===== src/rtl/pll_ctrl_pkg.sv =====
// Shared types for the PLL power-up/recovery sequencer.
package pll_ctrl_pkg;

  localparam int STATE_W = 3;

  typedef enum logic [STATE_W-1:0] {
    IDLE       = 3'd0,
    RESET_HOLD = 3'd1,
    WAIT_LOCK  = 3'd2,
    STABLE     = 3'd3,
    RUN        = 3'd4,
    FAIL       = 3'd5,
    FAULT      = 3'd6
  } state_t;

endpackage


===== src/rtl/pll_ctrl_sync2.sv =====
// Two-flop synchronizer for a single asynchronous level.
module sync2 (
  input  logic clk,
  input  logic reset,
  input  logic d,
  output logic q
);

  logic meta;

  always_ff @(posedge clk) begin
    if (reset) begin
      meta <= 1'b0;
      q    <= 1'b0;
    end else begin
      meta <= d;
      q    <= meta;
    end
  end

endmodule


===== src/rtl/pll_ctrl.sv =====
// Power-up and recovery sequencer for one PLL: reset hold, lock wait with
// timeout, lock qualification, bounded retry, and gated output enables.
//
// state      | meaning
// -----------+---------------------------------------------------------
// IDLE       | PLL disabled and in reset, retry count cleared
// RESET_HOLD | PLL enabled, resetn held low for RESET_CYCLES
// WAIT_LOCK  | resetn released, waiting for lock up to LOCK_TIMEOUT
// STABLE     | lock seen, requiring STABLE_CYCLES consecutive lock cycles
// RUN        | locked; requested (masked) outputs enabled
// FAIL       | one-cycle retry decision, PLL held in reset
// FAULT      | retries exhausted; PLL off until enable drops
module pll_ctrl
  import pll_ctrl_pkg::*;
#(
  parameter int         RESET_CYCLES  = 16,
  parameter int         LOCK_TIMEOUT  = 4096,
  parameter int         STABLE_CYCLES = 256,
  parameter int         MAX_RETRIES   = 3,
  parameter logic [3:0] CLKOUT_MASK   = 4'b0011,
  parameter int         CNT_W         = 16
) (
  input  logic               clkin,
  input  logic               reset,
  input  logic               enable,
  input  logic [3:0]         clkout_req,
  input  logic               pll_lock,
  output logic               pll_pllen,
  output logic               pll_resetn,
  output logic [3:0]         pll_clkouten,
  output logic               ready,
  output logic               fault,
  output logic               lock_lost,
  output logic [3:0]         retry_cnt,
  output logic [STATE_W-1:0] state_o
);

  localparam logic [CNT_W-1:0] RESET_LAST   = CNT_W'(RESET_CYCLES - 1);
  localparam logic [CNT_W-1:0] TIMEOUT_LAST = CNT_W'(LOCK_TIMEOUT - 1);
  localparam logic [CNT_W-1:0] STABLE_LAST  = CNT_W'(STABLE_CYCLES - 1);
  localparam logic [3:0]       RETRY_MAX    = 4'(MAX_RETRIES);

  state_t           state, state_nxt;
  logic [CNT_W-1:0] cnt, cnt_nxt;
  logic [3:0]       retry_nxt;
  logic             lock_s;
  logic             lost_nxt;
  logic             pllen_nxt, resetn_nxt, ready_nxt, fault_nxt;
  logic [3:0]       clkouten_nxt;

  sync2 u_lock_sync (
    .clk   (clkin),
    .reset (reset),
    .d     (pll_lock),
    .q     (lock_s)
  );

  always_comb begin
    state_nxt = state;
    cnt_nxt   = cnt;
    retry_nxt = retry_cnt;
    lost_nxt  = 1'b0;
    case (state)
      IDLE: begin
        retry_nxt = '0;
        if (enable) begin
          state_nxt = RESET_HOLD;
          cnt_nxt   = '0;
        end
      end
      RESET_HOLD: begin
        if (cnt == RESET_LAST) begin
          state_nxt = WAIT_LOCK;
          cnt_nxt   = '0;
        end else begin
          cnt_nxt = cnt + CNT_W'(1);
        end
      end
      WAIT_LOCK: begin
        if (lock_s) begin
          state_nxt = STABLE;
          cnt_nxt   = '0;
        end else if (cnt == TIMEOUT_LAST) begin
          state_nxt = FAIL;
          cnt_nxt   = '0;
        end else begin
          cnt_nxt = cnt + CNT_W'(1);
        end
      end
      STABLE: begin
        // any lock dropout restarts both the timeout and qualification
        if (!lock_s) begin
          state_nxt = WAIT_LOCK;
          cnt_nxt   = '0;
        end else if (cnt == STABLE_LAST) begin
          state_nxt = RUN;
          cnt_nxt   = '0;
        end else begin
          cnt_nxt = cnt + CNT_W'(1);
        end
      end
      RUN: begin
        if (!lock_s) begin
          state_nxt = FAIL;
          lost_nxt  = 1'b1;
        end
      end
      FAIL: begin
        cnt_nxt = '0;
        if (retry_cnt >= RETRY_MAX) begin
          state_nxt = FAULT;
        end else begin
          state_nxt = RESET_HOLD;
          retry_nxt = retry_cnt + 4'd1;
        end
      end
      FAULT: begin
        state_nxt = FAULT;
      end
      default: begin
        state_nxt = IDLE;
        cnt_nxt   = '0;
      end
    endcase

    if (!enable) begin
      state_nxt = IDLE;
      cnt_nxt   = '0;
      retry_nxt = '0;
      lost_nxt  = 1'b0;
    end
  end

  // Outputs are decoded from the next state so they change on the same edge
  // as the state register.
  always_comb begin
    pllen_nxt    = 1'b0;
    resetn_nxt   = 1'b0;
    ready_nxt    = 1'b0;
    fault_nxt    = 1'b0;
    clkouten_nxt = 4'b0000;
    case (state_nxt)
      RESET_HOLD, FAIL: pllen_nxt = 1'b1;
      WAIT_LOCK, STABLE: begin
        pllen_nxt  = 1'b1;
        resetn_nxt = 1'b1;
      end
      RUN: begin
        pllen_nxt    = 1'b1;
        resetn_nxt   = 1'b1;
        ready_nxt    = 1'b1;
        clkouten_nxt = clkout_req & CLKOUT_MASK;
      end
      FAULT: fault_nxt = 1'b1;
      default: ;
    endcase
  end

  always_ff @(posedge clkin) begin
    if (reset) begin
      state        <= IDLE;
      cnt          <= '0;
      retry_cnt    <= '0;
      pll_pllen    <= 1'b0;
      pll_resetn   <= 1'b0;
      pll_clkouten <= 4'b0000;
      ready        <= 1'b0;
      fault        <= 1'b0;
      lock_lost    <= 1'b0;
    end else begin
      state        <= state_nxt;
      cnt          <= cnt_nxt;
      retry_cnt    <= retry_nxt;
      pll_pllen    <= pllen_nxt;
      pll_resetn   <= resetn_nxt;
      pll_clkouten <= clkouten_nxt;
      ready        <= ready_nxt;
      fault        <= fault_nxt;
      lock_lost    <= lost_nxt;
    end
  end

  assign state_o = state;

endmodule


===== config.mk =====
export PLATFORM = sky130hd
export DESIGN_NAME = pll_ctrl
export DESIGN_NICKNAME = d
export VERILOG_FILES = /design/src/rtl/pll_ctrl_pkg.sv /design/src/rtl/pll_ctrl_sync2.sv /design/src/rtl/pll_ctrl.sv
export SDC_FILE = /design/constraint.sdc
export NUM_CORES = 1
export LEC_CHECK = 0
export ABC_AREA = 1
export ABC_CLOCK_PERIOD_IN_PS = 1700
export CORE_MARGIN = 8
export CORE_UTILIZATION = 38
export DETAILED_ROUTE_END_ITERATION = 6
export PLACE_DENSITY = 0.58
export SYNTH_ARGS = -nofsm -noshare
export SYNTH_HDL_FRONTEND = slang
export SYNTH_HIERARCHICAL = 1
export SYNTH_SLANG_ARGS = --single-unit

===== constraint.sdc =====
create_clock -name clkin -period 1.7 [get_ports clkin]
set_input_delay 0.34 -clock clkin [delete_from_list [all_inputs] [get_ports clkin]]
set_output_delay 0.34 -clock clkin [all_outputs]
set_load 0.005 [all_outputs]

==> metrics list, run 1 <==
- Run status: complete, no violations
- Finished Core Util: 0.5305
* Crit Path Class: reg -> reg
- From synthesis to final layout, the design area changed by 34.42%.
* GRT Overall Usage: 0.1156
- For this run, the slowest stage of the critical path takes between 0.3 and 0.4 ns.
- After global routing the overflow that remains totals 0.
- Most used flip-flop cell after synthesis: sky130_fd_sc_hd__dfxtp_1
- The tree is rooted in a sky130_fd_sc_hd__clkbuf_8.
- Minimum clock period: 1.664 ns
- Post-route DRC violation count: 0
* Async set-or-reset flop fraction in the synthesized netlist: 0
* Number of antenna violations at the first check in global routing: 0
- Final critical-path share of the clock period: 0.9790
- Dividing the detail-routed wire length by the instance count gives 11.84 um.
- Pre-Repair DR Iteration Count: 4
* Cells after Synth: 246
- VDD sags by at most 0.0003887 V.
- Area taken by flip-flops and latches: between 600 and 700 um^2
- Number of synthesized register bits: 32
- The critical path contains buffers and inverters numbering 0 combined.
- Final design area excluding fillers: 2326 um^2
- Of the cells placed in the final design, the portion with a size suffix greater than 1 is 0.2363.
- During synthesis, Yosys emitted a total of 6 warnings.
- Power spread over the standard cell area amounts to 683.1 nW/um^2.
- Total chip power: 1589 uW
- Die X: 83.48 um
- The synthesized design contains 0 enable-type register cells.
- Grouping stages by cell kind, the critical path spends the most delay in simple AND/OR/NAND/NOR gates.
* Vias: 1,644
- Sequential-to-total area share from yosys stat: 0.3702
* Setup repair after global routing missed its margin: yes
- The worst register-to-register path begins at cnt[1]$_SDFFE_PP0N_.
- 0 antenna diodes ended up in the layout.
- Placed instance count: between 300 and 400
- For the worst setup path, the data required time is 1.86 ns.
* Nature of the critical path startpoint: register
- Clock-pin slew was measured on the worst setup and hold paths at 0.07 ns.
- Clock skew on the completed layout was measured at 0.001040 ns.
- Count of max-cap constraint violations: 0
- Total Die Area: 6969 um^2
- Among all stages on the critical path, the largest delay is contributed by sky130_fd_sc_hd__dfxtp_2.
- Area fraction of the dominant cell type after synthesis: 0.3702
- Source of the worst hold timing path: u_lock_sync/meta$_SDFF_PP0_
- Final Hold Fails: 0
- H-Tree Depth: 2
* Dpl cell area: 2076 um^2
* Data arrival time of the critical path: 1.83 ns
- After clock tree synthesis, the flow added hold-fix buffers numbering 0.
- Largest net degree at the start of global routing: 18
* Area of combinational cells with multiple inputs: ~1000 um^2
- # fillers: around 430
- For the pin with the worst max-slew slack, the measured transition is between 0.5 and 0.6 ns.
- During placement, the flow inserted port buffers numbering 19.
- Netlist area before placement: 1730 um^2
- CTS saw 32 sinks.
- In this run the worst setup path begins at cnt[1]$_SDFFE_PP0N_.
- Clock tree from TritonCTS: done
- Number of nets still failing antenna checks after routing: 0
- Final Routed Wirelength: between 4000 and 5000 um
* Timing-limited maximum frequency: between 600 and 700 MHz
- The finished layout holds between 300 and 400 standard cells, fillers aside.
- Starting utilization of the core area: 0.3947
- The worst pin sits at a relative slew slack of 0.6459.
- Max clock buf depth: 2
* Flop2flop setup slack: around 0.036 ns
- Of all nets on the critical path, the largest fanout is 4.
- CP Capture Type: register
* Global-route wire length before repair: about 6900 um
* Core Rows: 24
* Worst-skew pair later-pin latency: ~0.29 ns
- Fin. max-slew vios: 0
* DIE HEIGHT: 83.48 um
- Counting the buffers created by CTS gives 5.
- Setup violations remaining at the end of the flow were counted as 0.
- Via count of the first global-routing pass: around 1,500
* Series of cell instances along the critical path: ha_4 > nand2_1 > nor2_4 > nand2_4 > nor2_4 > nand2_2 > nand2_2 > nand3_2 > a22oi_1 > nor2_1
* Static power due to leakage: 0.0009668 uW
- Yosys cell types: 33
- The congestion estimate from routability-driven global placement came to between 0.7 and 0.8.
- The region available for standard cell placement spans 4384 um^2.
- Most area-consuming cells after synthesis: sky130_fd_sc_hd__dfxtp_1 (37%), sky130_fd_sc_hd__nand2_1 (12%), sky130_fd_sc_hd__nor2_1 (7.4%), sky130_fd_sc_hd__a21oi_1 (6.4%), sky130_fd_sc_hd__inv_1 (6.3%)
* Avg Inst Size Synth: approximately 7 um^2
- Cell type with the largest total area after synthesis: sky130_fd_sc_hd__dfxtp_1
* Drt first-iter violations: 78
- Kind of path behind the tightest hold check: reg -> reg
- Once detailed placement completed, the half-perimeter wirelength came to 2786 um.
- Post-layout net count: 301
- During I/O placement, the number of pins put on the boundary was 24.
- In the routed layout, each cell is associated on average with a via count of 4.779.
## what timing repair did
item                                    in CTS  in global routing
endpoints found under the setup margin       4                 21
gates resized for setup                      1                 23
gates cloned                                 0                  2
setup buffers                                0                  5
pin swaps                                    0                 11
## logic make-up after synthesis
group,share of synthesized area
DFF,0.3702
AOI/OAI and AO/OA,0.1222
other,0.002167
and+or+nand+nor,0.3890
xor gates and xnor gates,0.01012
adders and majority gates,0.01446
buffers and inverters,0.09182
## synthesized netlist by cell type (2+ instances only)
master,n
sky130_fd_sc_hd__nand3_1,17
sky130_fd_sc_hd__nor2_4,4
sky130_fd_sc_hd__dfxtp_1,32
sky130_fd_sc_hd__xor2_1,2
sky130_fd_sc_hd__nor3_1,3
sky130_fd_sc_hd__nand2_1,55
sky130_fd_sc_hd__o21ai_0,7
sky130_fd_sc_hd__nand2_4,3
sky130_fd_sc_hd__clkbuf_1,2
sky130_fd_sc_hd__nand3_2,3
sky130_fd_sc_hd__ha_1,2
sky130_fd_sc_hd__a21oi_1,22
sky130_fd_sc_hd__a22oi_1,2
sky130_fd_sc_hd__nor2_2,4
sky130_fd_sc_hd__inv_1,29
sky130_fd_sc_hd__nor2_1,34
sky130_fd_sc_hd__o211ai_1,2
sky130_fd_sc_hd__buf_4,2
sky130_fd_sc_hd__nand2_2,6
sky130_fd_sc_hd__nand3b_1,2
## cells in the final DEF (no fill, tap or decap), types with 3 or more instances in the layout
cell	count
sky130_fd_sc_hd__a21oi_1	22
sky130_fd_sc_hd__buf_4	21
sky130_fd_sc_hd__clkbuf_8	5
sky130_fd_sc_hd__clkdlybuf4s50_1	19
sky130_fd_sc_hd__dfxtp_1	27
sky130_fd_sc_hd__dfxtp_2	5
sky130_fd_sc_hd__inv_1	29
sky130_fd_sc_hd__nand2_1	52
sky130_fd_sc_hd__nand2_2	7
sky130_fd_sc_hd__nand2_4	4
sky130_fd_sc_hd__nand3_1	16
sky130_fd_sc_hd__nand3_2	4
sky130_fd_sc_hd__nand3_4	3
sky130_fd_sc_hd__nor2_1	32
sky130_fd_sc_hd__nor2_2	3
sky130_fd_sc_hd__nor2_4	7
sky130_fd_sc_hd__nor3_1	3
sky130_fd_sc_hd__o21ai_0	5
## sequential cells by signal, indices dropped and copies added (netlist names)
signal            flops
retry_cnt             4
u_lock_sync/q         1
lock_lost             1
pll_pllen             1
state_o               3
pll_clkouten          2
cnt                  16
pll_resetn            1
fault                 1
ready                 1
u_lock_sync/meta      1
## metrics by stage
stage	hold WS, ns	TNS (ns)	setup slack, ns
floorplan	0.3883	0	0.07111
global placement	0.3917	0	0.01086
detailed placement	0.3972	-0.02010	-0.01252
CTS	0.4073	0	0.006681
global route	0.4291	-0.2445	-0.03376
finish	0.4046	0	0.03566
## per-layer routing
metal  vias up  global-route usage  wire length (um)  part of all wire
li1        876                   -                 -                 -
met1       734              0.1318              1907              0.47
met2        27              0.1973              1941              0.48
met3         7             0.02930               181             0.044
met4         0             0.05181                44             0.011
met5         -                   0                 0                 0
## cell type report
cell class	count	area share
multi-input combinational	180	0.4443
timing repair buffer	40	0.1495
tap	52	0.02797
clock buffer	6	0.03120
clock inverter	2	0.01506
inverter	32	0.05379
sequential	32	0.2781
## report_power, final
part           total, uW  switching (uW)  leakage (uW)  internal [uW]
combinational       94.1            52.7      0.000650           41.5
sequential           762            5.59      0.000261            757
clock                733             298     0.0000552            435
total               1590             356      0.000967           1230
## worst reg2reg max path: stages (launching register included)
cell                      delay (ns)
sky130_fd_sc_hd__dfxtp_2        0.35
sky130_fd_sc_hd__ha_4           0.14
sky130_fd_sc_hd__nand2_1        0.08
sky130_fd_sc_hd__nor2_4         0.15
sky130_fd_sc_hd__nand2_4        0.09
sky130_fd_sc_hd__nor2_4         0.11
sky130_fd_sc_hd__nand2_2        0.07
sky130_fd_sc_hd__nand2_2        0.14
sky130_fd_sc_hd__nand3_2        0.17
sky130_fd_sc_hd__a22oi_1        0.18
sky130_fd_sc_hd__nor2_1         0.05
## worst paths after layout
path                                                  to  cells past startpoint
worst min register to register  u_lock_sync/q$_SDFF_PP0_                      2
worst min-delay path            u_lock_sync/q$_SDFF_PP0_                      2
worst max register to register       cnt[6]$_SDFFE_PP0N_                     10
worst max-delay path                 cnt[6]$_SDFFE_PP0N_                     10
Power figures use the tool's default switching activity.
==> inputs of run 2 (changes only) <==
MAX_ROUTING_LAYER = met4   (was not set)
==> metrics list, run 2 (synthesis gave the netlist of run 1 again) <==
- The flow ran to the end, and the final reports show no timing, DRC or antenna violations.
* Final clock skew: 0.0006979 ns
- Via count of the first global-routing pass: 1,543
- Worst-skew pair later-pin latency: 0.29 ns
- Clock slew at reported path FFs: 0.07 ns
* Total chip power: 1588 uW
- # fillers: roughly 430
- Top reg by flops: cnt
- TritonCTS built the clock tree.
- Across every metal layer, demand over resource in global routing totals 0.1187.
- From left edge to right edge, the die measures 83.48 um.
- In this run the static leakage power is 0.0009668 uW.
- In the routed design, unresolved DRC markers number 0.
- Worst hold path cell count: 2
- Vias: 1,666
- The worst setup path is captured at a register.
- Global-route wire length before repair: just under 7000 um
- Final critical-path share of the clock period: 0.9798
- Port buffering added 19 buffers.
- Pin placement for this block handled 24 I/O pins.
- Leading cell type in the layout, fill and taps excluded: sky130_fd_sc_hd__nand2_1
- Worst path required time: approximately 1.9 ns
- Number of nets still failing antenna checks after routing: 0
- The number of antenna violations at the first check in global routing came to 0.
- In this run the number of H-tree levels came out at 2.
- Nature of the critical path startpoint: register
- Worst Hold Margin: 0.4046 ns
- CTS Buf Count: 5
* Timing-limited maximum frequency: between 600 and 700 MHz
* Setup repair after global routing missed its margin: yes
* Total setup violations reported at the end of the flow: 0
- The core region is 4384 um^2.
- At the pin with the least slew margin, the transition time is 0.5377 ns.
- Along the worst path, the maximum fanout reaches 4.
- Worst slew margin: 0.6412
- The initial utilization of the core area, before any placement, comes to 0.3947.
* Worst vdd ir: slightly below 0.0004 V
* Placed instance count: 329
* Final Hold Fails: 0
- Total number of clock tree sinks: 32
- Layout cell share with drive strength beyond 1: 0.2363
* Source of the worst hold timing path: u_lock_sync/meta$_SDFF_PP0_
- For the worst flop-to-flop path, the logic depth is 10.
- In this run the critical register-to-register path is launched from cnt[1]$_SDFFE_PP0N_.
- For this design, the CTS-stage hold fixing added 0 buffers.
- Total Die Area: 6969 um^2
- After detailed routing, the total wire length is 4073 um.
- The critical path is of the reg -> reg type.
- The min-delay analysis places its worst path in the category reg -> reg.
- Minimum clock period: 1.666 ns
- At the end of routability-driven placement, the weighted congestion stood at 0.7992.
- Data arrives at the worst endpoint at 1.83 ns.
* Average routed wire per standard cell: around 12 um
* Crit path from: cnt[1]$_SDFFE_PP0N_
- Final design area excluding fillers: 2326 um^2
- In this run, the number of DRC markers left after iteration 0 of detailed routing was 80.
- Cell chosen for the clock root: sky130_fd_sc_hd__clkbuf_8
- Using the TritonRoute via totals, the vias-per-cell ratio works out to 4.843.
- Syn-to-layout area delta: 34.42%
- The placed instances occupy a cell area of 2076 um^2.
* Max FFs per register: 16
- Hpwl dp: between 2000 and 3000 um
- Fin. max-slew vios: 0
- Number of diodes added for antenna fixing: 0
* Max clock buf depth: 2
* GRT Residual Overflow: 0
* Post-layout net count: between 300 and 400
- Entering global routing, the biggest net connects 18 pins.
- The floorplan has 24 rows.
- For this design the ratio of total power to cell area is just under 700 nW/um^2.
* Post-route non-filler standard cell count: between 300 and 400
- The die is 83.48 um tall.
- Across the run, the number of max-cap violations was 0.
* Commonest cells after routing, fill and taps aside: sky130_fd_sc_hd__nand2_1 (52), sky130_fd_sc_hd__nor2_1 (32), sky130_fd_sc_hd__inv_1 (29)
- Pre-Repair DR Iteration Count: 5
-- run 2: cell counts in the layout (fill, tap and decap cells not counted) --
No cell type changed its count.
-- run 2: worst max-delay path: stages (launching register included) --
cell	delay (ns)
sky130_fd_sc_hd__dfxtp_2	0.35
sky130_fd_sc_hd__ha_4	0.14
sky130_fd_sc_hd__nand2_1	0.08
sky130_fd_sc_hd__nor2_4	0.15
sky130_fd_sc_hd__nand2_4	0.09
sky130_fd_sc_hd__nor2_4	0.11
sky130_fd_sc_hd__nand2_2	0.08
sky130_fd_sc_hd__nand2_2	0.14
sky130_fd_sc_hd__nand3_2	0.17
sky130_fd_sc_hd__a22oi_1	0.17
sky130_fd_sc_hd__nor2_1	0.05
-- run 2: where the power goes --
part	switching, uW	total (uW)	internal, uW
clock network	297	731	435
logic	52.9	94.4	41.5
registers	5.58	762	757
total	355	1590	1230
-- run 2: through the flow --
| step | setup TNS, ns | setup slack [ns] | utilization |
|---|---|---|---|
| 2_1_floorplan | 0 | 0.07111 | - |
| 3_3_place_gp | 0 | 0.01086 | 0.4735 |
| 3_5_place_dp | -0.02010 | -0.01252 | 0.4735 |
| 4_1_cts | 0 | 0.006681 | 0.4991 |
| 5_1_grt | -0.2445 | -0.03375 | 0.5305 |
| 6_report | 0 | 0.03426 | 0.5305 |
-- run 2: cell type report --
| class | count | area (um^2) | share of cell area |
|---|---|---|---|
| clock buffers | 6 | 72.57 | 0.03120 |
| clock inverters | 2 | 35.03 | 0.01506 |
| inverters | 32 | 125.1 | 0.05379 |
| multi-input cells | 180 | 1033 | 0.4443 |
| flip-flops and latches | 32 | 646.9 | 0.2781 |
| well taps | 52 | 65.06 | 0.02797 |
| repair buffers | 40 | 347.8 | 0.1495 |
-- run 2: layer usage --
layer / vias up / share of wire / GRT usage
met5: - / 0 / -
li1: 878 / - / -
met2: 23 / 0.49 / 0.1973
met1: 757 / 0.47 / 0.1323
met3: 8 / 0.027 / 0.02832
met4: 0 / 0.015 / 0.05181
-- run 2: path summary, 6_finish.rpt --
kind | slack, ns | end
hold reg to reg | 0.40 | u_lock_sync/q$_SDFF_PP0_
setup / recovery | 0.03 | cnt[6]$_SDFFE_PP0N_
setup reg to reg | 0.03 | cnt[6]$_SDFFE_PP0N_
hold / removal | 0.40 | u_lock_sync/q$_SDFF_PP0_
-- run 2: what timing repair did --
| item | CTS | global route |
|---|---|---|
| pin swaps | 0 | 11 |
| resized for setup | 1 | 23 |
| cloned | 0 | 2 |
| setup endpoints to repair | 4 | 21 |
| buffers inserted | 0 | 5 |
| endpoints found under the hold margin | 0 | 0 |
